`config.mk`:
```
export PLATFORM = sky130hd
export DESIGN_NAME = tug_field
export DESIGN_NICKNAME = d
export VERILOG_FILES = /design/src/rtl/tug_pkg.sv /design/src/rtl/tug_field_press_edge.sv /design/src/rtl/tug_field.sv
export SDC_FILE = /design/constraint.sdc
export NUM_CORES = 1
export LEC_CHECK = 0
export CAP_MARGIN = 20
export CORE_ASPECT_RATIO = 1.75
export CORE_UTILIZATION = 40
export DETAILED_ROUTE_END_ITERATION = 6
export GPL_TIMING_DRIVEN = 0
export PLACE_DENSITY = 0.67
export REMOVE_ABC_BUFFERS = 1
export SKIP_LAST_GASP = 1
export SYNTH_ARGS = -nofsm -noshare
export SYNTH_HDL_FRONTEND = slang
export SYNTH_SLANG_ARGS = --single-unit
```
`constraint.sdc`:
```
create_clock -name clk -period 5.83 [get_ports clk]
set_clock_uncertainty 0.2 [all_clocks]
set_input_delay 1.166 -clock clk [delete_from_list [all_inputs] [get_ports clk]]
set_output_delay 1.166 -clock clk [all_outputs]
set_load 0.05 [all_outputs]
```
`src/rtl/tug_pkg.sv`:
```
// Shared types and helpers for the tug-of-war playfield.
package tug_pkg;

  typedef enum logic {PLAY, WIN} field_state_t;

  typedef enum logic [1:0] {NONE = 2'd0, LEFT = 2'd1, RIGHT = 2'd2} winner_t;

  function automatic int centre(input int n);
    return n / 2;
  endfunction

endpackage

```
`src/rtl/tug_field_press_edge.sv`:
```
// Rising-edge qualifier for one synchronised player button.
module press_edge (
  input  logic clk,
  input  logic reset,
  input  logic in,
  output logic pulse
);

  logic in_q;
  logic armed;

  // armed masks the first edge after reset release, so a button held through
  // reset cannot fire until it is released and pressed again.
  always_ff @(posedge clk or posedge reset) begin
    if (reset) begin
      in_q  <= 1'b0;
      armed <= 1'b0;
    end else begin
      in_q  <= in;
      armed <= 1'b1;
    end
  end

  assign pulse = in & ~in_q & armed;

endmodule

```
`src/rtl/tug_field.sv`:
```
// Tug-of-war playfield: single position register driving a one-hot light bar.
module tug_field
  import tug_pkg::*;
#(
  parameter int NUM_LIGHTS  = 9,
  parameter int SCORE_W     = 3,
  parameter int EDGE_DETECT = 1
) (
  input  logic                  clk,
  input  logic                  reset,
  input  logic                  L,
  input  logic                  R,
  input  logic                  new_round,
  output logic [NUM_LIGHTS-1:0] lights,
  output logic [1:0]            winner,
  output logic                  round_over,
  output logic [SCORE_W-1:0]    score_l,
  output logic [SCORE_W-1:0]    score_r
);

  localparam int PW = $clog2(NUM_LIGHTS);
  localparam logic [PW-1:0] CENTRE = PW'(centre(NUM_LIGHTS));
  localparam logic [PW-1:0] LAST   = PW'(NUM_LIGHTS - 1);
  localparam logic [NUM_LIGHTS-1:0] LIGHT_ONE = NUM_LIGHTS'(1);

  if ((NUM_LIGHTS % 2 == 0) || (NUM_LIGHTS < 3)) begin : g_bad_lights
    $error("tug_field: NUM_LIGHTS must be odd and >= 3");
  end

  logic pl;
  logic pr;

  if (EDGE_DETECT != 0) begin : g_edge
    press_edge u_left (
      .clk   (clk),
      .reset (reset),
      .in    (L),
      .pulse (pl)
    );
    press_edge u_right (
      .clk   (clk),
      .reset (reset),
      .in    (R),
      .pulse (pr)
    );
  end else begin : g_raw
    assign pl = L;
    assign pr = R;
  end

  field_state_t           state, state_n;
  logic [PW-1:0]          pos, pos_n;
  winner_t                win_q, win_n;
  logic [SCORE_W-1:0]     sl_q, sl_n;
  logic [SCORE_W-1:0]     sr_q, sr_n;
  logic [NUM_LIGHTS-1:0]  lights_q, lights_n;

  always_ff @(posedge clk or posedge reset) begin
    if (reset) begin
      state    <= PLAY;
      pos      <= CENTRE;
      win_q    <= NONE;
      sl_q     <= '0;
      sr_q     <= '0;
      lights_q <= LIGHT_ONE << CENTRE;
    end else begin
      state    <= state_n;
      pos      <= pos_n;
      win_q    <= win_n;
      sl_q     <= sl_n;
      sr_q     <= sr_n;
      lights_q <= lights_n;
    end
  end

  always_comb begin
    state_n = state;
    pos_n   = pos;
    win_n   = win_q;
    sl_n    = sl_q;
    sr_n    = sr_q;
    unique case (state)
      PLAY: begin
        if (new_round) begin
          pos_n = CENTRE;
        end else if (pl && !pr) begin
          if (pos == LAST) begin
            state_n = WIN;
            win_n   = LEFT;
            if (sl_q != '1) sl_n = sl_q + 1'b1;
          end else begin
            pos_n = pos + 1'b1;
          end
        end else if (pr && !pl) begin
          if (pos == '0) begin
            state_n = WIN;
            win_n   = RIGHT;
            if (sr_q != '1) sr_n = sr_q + 1'b1;
          end else begin
            pos_n = pos - 1'b1;
          end
        end
      end
      WIN: begin
        if (new_round) begin
          state_n = PLAY;
          pos_n   = CENTRE;
          win_n   = NONE;
        end
      end
    endcase
  end

  // Decode from next-state so the light bar lands in the same cycle as pos.
  always_comb begin
    lights_n = '0;
    if (state_n == PLAY) lights_n = LIGHT_ONE << pos_n;
  end

  assign lights     = lights_q;
  assign winner     = win_q;
  assign round_over = (state == WIN);
  assign score_l    = sl_q;
  assign score_r    = sr_q;

endmodule
```
==> results of run 1 <==
final timing paths:
| path | startpoint | to | slack, ns | depth (start not counted) |
|---|---|---|---|---|
| hold / removal | score_l[0]$_DFFE_PP0P_ | score_l[0]$_DFFE_PP0P_ | 0.31 | 1 |
| hold reg to reg | score_l[0]$_DFFE_PP0P_ | score_l[0]$_DFFE_PP0P_ | 0.31 | 1 |
| setup / recovery | L | lights[7]$_DFF_PP0_ | 2.30 | 8 |
| setup reg to reg | pos[0]$_DFF_PP0_ | lights[3]$_DFF_PP0_ | 3.29 | 7 |
| max in group asynchronous | reset | score_r[2]$_DFFE_PP0P_ | 3.65 | 2 |
| min in group asynchronous | reset | g_edge.u_right.in_q$_DFF_PP0_ | 1.21 | 2 |
layer usage:
| metal | vias to the layer above | share of wire, % | GRT usage (%) |
|---|---|---|---|
| met5 | - | 0 | 0 |
| met4 | 0 | 0.86 | 4.41 |
| met3 | 2 | 1.1 | 2.07 |
| met2 | 10 | 56 | 30.3 |
| met1 | 476 | 42 | 20.9 |
| li1 | 484 | - | - |
kinds of logic (layout without fill, tap and decap cells):
logic type                 after synthesis  count (layout)  synth area share (%)
and+or+nand+nor                         36              36                  17.3
xor gates and xnor gates                 3               3                  1.96
buffers and inverters                   16              37                  6.43
muxes                                    5               5                  4.10
AOI/OAI and AO/OA                       26              26                  15.7
DFF                                     25              25                  46.8
adders and majority gates                8               8                  7.46
other                                    1               1                 0.279
state kept, by name (all words and copies together), names as in the netlist:
signal	flops
g_edge.u_left.in_q	1
score_l	3
g_edge.u_right.in_q	1
lights	9
g_edge.u_right.armed	1
winner	2
pos	4
score_r	3
round_over	1
critical path, delay by kind of cell:
family	cells	cell delay [ns]
xor gates and xnor gates	1	0.14
and+or+nand+nor	3	0.42
adders and majority gates	1	0.44
buffers and inverters	1	0.48
AOI/OAI and AO/OA	2	0.83
report_power, final:
group	switching [mW]	total, mW	internal, mW
Clock	0.0507	0.0995	0.0487
Sequential	0.0117	0.197	0.185
Combinational	0.0567	0.0891	0.0324
final cells by class:
cell class	count	area (µm²)
Inverter	11	41.3
Multi-Input combinational cell	79	628
Sequential cell	25	628
Clock buffer	4	45.0
Fill cell	315	1560
Timing Repair Buffer	22	220
Tap cell	43	53.8
per-stage QoR:
stage               utilization, %  hold WS (ns)  total power [mW]
finish                        50.9         0.308             0.386
global route                  50.9         0.341             0.406
CTS                           50.9         0.310             0.390
detailed placement            49.5         0.294             0.290
global placement              49.5         0.289             0.286
floorplan                        -         0.459             0.260
Yosys cell counts (2+ instances only):
cell type	instances
nor2_1	5
a21oi_1	5
a211o_1	2
dfrtp_1	23
xnor2_1	3
mux2_2	4
dfstp_2	2
buf_4	3
nand2_1	7
buf_6	2
ha_1	8
nand3_1	2
nand4_1	2
inv_1	11
nor4_1	8
o21ai_0	4
==> results.md, run 1 <==
- Outcome: complete, no violations
- Die height: 78.6 µm
- Vias in the first global route: 1025
- Antenna Nets Post-Route: 0
- Vias: 972
- Final worst path period share: 60.6%
- RSZ-0062 raised after global routing: false
- Total grt overflow: 0
- Setup crit start kind: primary input
- # clock sinks: 25
- Worst path slowest cell: clkdlybuf4s50_1
- Starting Density: 42.3%
- First-pass GRT wire length: 4.63 mm
- MaxCap Viol Count: 0
- Final setup fails: 0
- Worst-Skew Late Latency: 0.26 ns
- Final non-filler cell total: 184
- I/O pins: 23
- Initial antenna violation count: 0
- PostCTS Resize Cnt: 0
- Commonest non-fill, non-tap cells in the layout: dfrtp_1 (23), clkdlybuf4s50_1 (22), inv_1 (11)
- Synth area leader: dfrtp_1
- Cts bufs inserted: 3
- Post-Place Worst Slack: 1.99 ns
- Post-synthesis cell type count: 45
- RePlAce Congestion: 0.715
- Setup TNS: 0 ns
- Max-slew violation count: 0
- Synth-to-layout area growth: 20.4%
- Share of post-route cells with drive strength above 1: 11.3%
- Ys flop type: dfrtp_1
- Tmin final: 3.53 ns
- Setup Fix Bufs, Post-CTS: 0
- DR pass1 iterations: 4
- Top area cells in the synthesized netlist: dfrtp_1 (43%), ha_1 (7.5%), dfstp_2 (3.9%)
- Worst-Margin Slew: 0.937 ns
- Clk slew on worst S/H paths: 0.08 ns
- Ys Warns: 0
- Core area: 0.00318 mm²
- Worst vdd ir: 0.157 mV
- Register area share after synthesis: 46.8%
- Fmax: 0.283 GHz
- Yosys top cell area share: 42.9%
- Ys async rst share: 100%
- Wire length per cell: 14.6 µm
- Design Area, Final: 0.00162 mm²
- Critical path type: primary input to flop
- Rows: 27
- Inst Count DP: 180
- Port bufs: 22
- Crit path largest cell delay: 0.48 ns
- Most common cell after layout, fill and taps aside: dfrtp_1
- Largest net degree at the start of global routing: 26
- Total GRT Usage: 17.1%
- Mapped Cells: 120
- Worst Path Required: 5.78 ns
- Residual DRC: 0
- Post-DR vias/cell: 5.28
- Critical path, cell by cell: clkdlybuf4s50_1, nand2_1, nor2_1, ha_1, xnor2_1, a211o_1, a2111o_1, nor4_1
- Area post-placement: 0.00157 mm²
- Die X: 45.8 µm
- Pwr Density: 238 mW/mm²
- DRT iter0 DRCs: 10
- Crit end category: flop
- Average cell area after synthesis: 11.2 µm²
- Worst Path Arrival: 3.48 ns
- #FFs+latches synth: 25
- Longest Clk Path Bufs: 2
- Die area: 0.00360 mm²
- CTS Root Buffer Type: clkbuf_8
- Worst setup margin: 2.30 ns
- Final WL: 2.69 mm
- EDFF count, synth: 0
- Synthesized cell area: 0.00134 mm²
- Hold Crit Class: flop to flop
- H-tree levels: 1
- Slew headroom: 37.5%
- Nets@finish: 155
- Worst Path Max Fanout: 12
- Pleak: 0.696 nW
- Antenna cells: 0
- TritonCTS clock tree: done
- Hold_buf cts: 0
- Post-detail-place hpwl: 2.07 mm
- Final Hold Vio Count: 0
Note: power is estimated with default switching activity, not from simulation.
==> run 2, diff against run 1 <==
- clock period: 5.83 -> 3.3 ns (I/O delays scaled with it)
==> results of run 2 <==
The final DEF is identical to that of run 1. Status: complete, no violations.
Among the figures that moved: setup slack after placement 1.99 ns -> -0.0348 ns; setup slack after layout 2.30 ns -> 0.275 ns; register-to-register setup slack 3.29 ns -> 0.76 ns; total power 0.386 mW -> 0.681 mW; worst IR drop on VDD 0.157 mV -> 0.277 mV
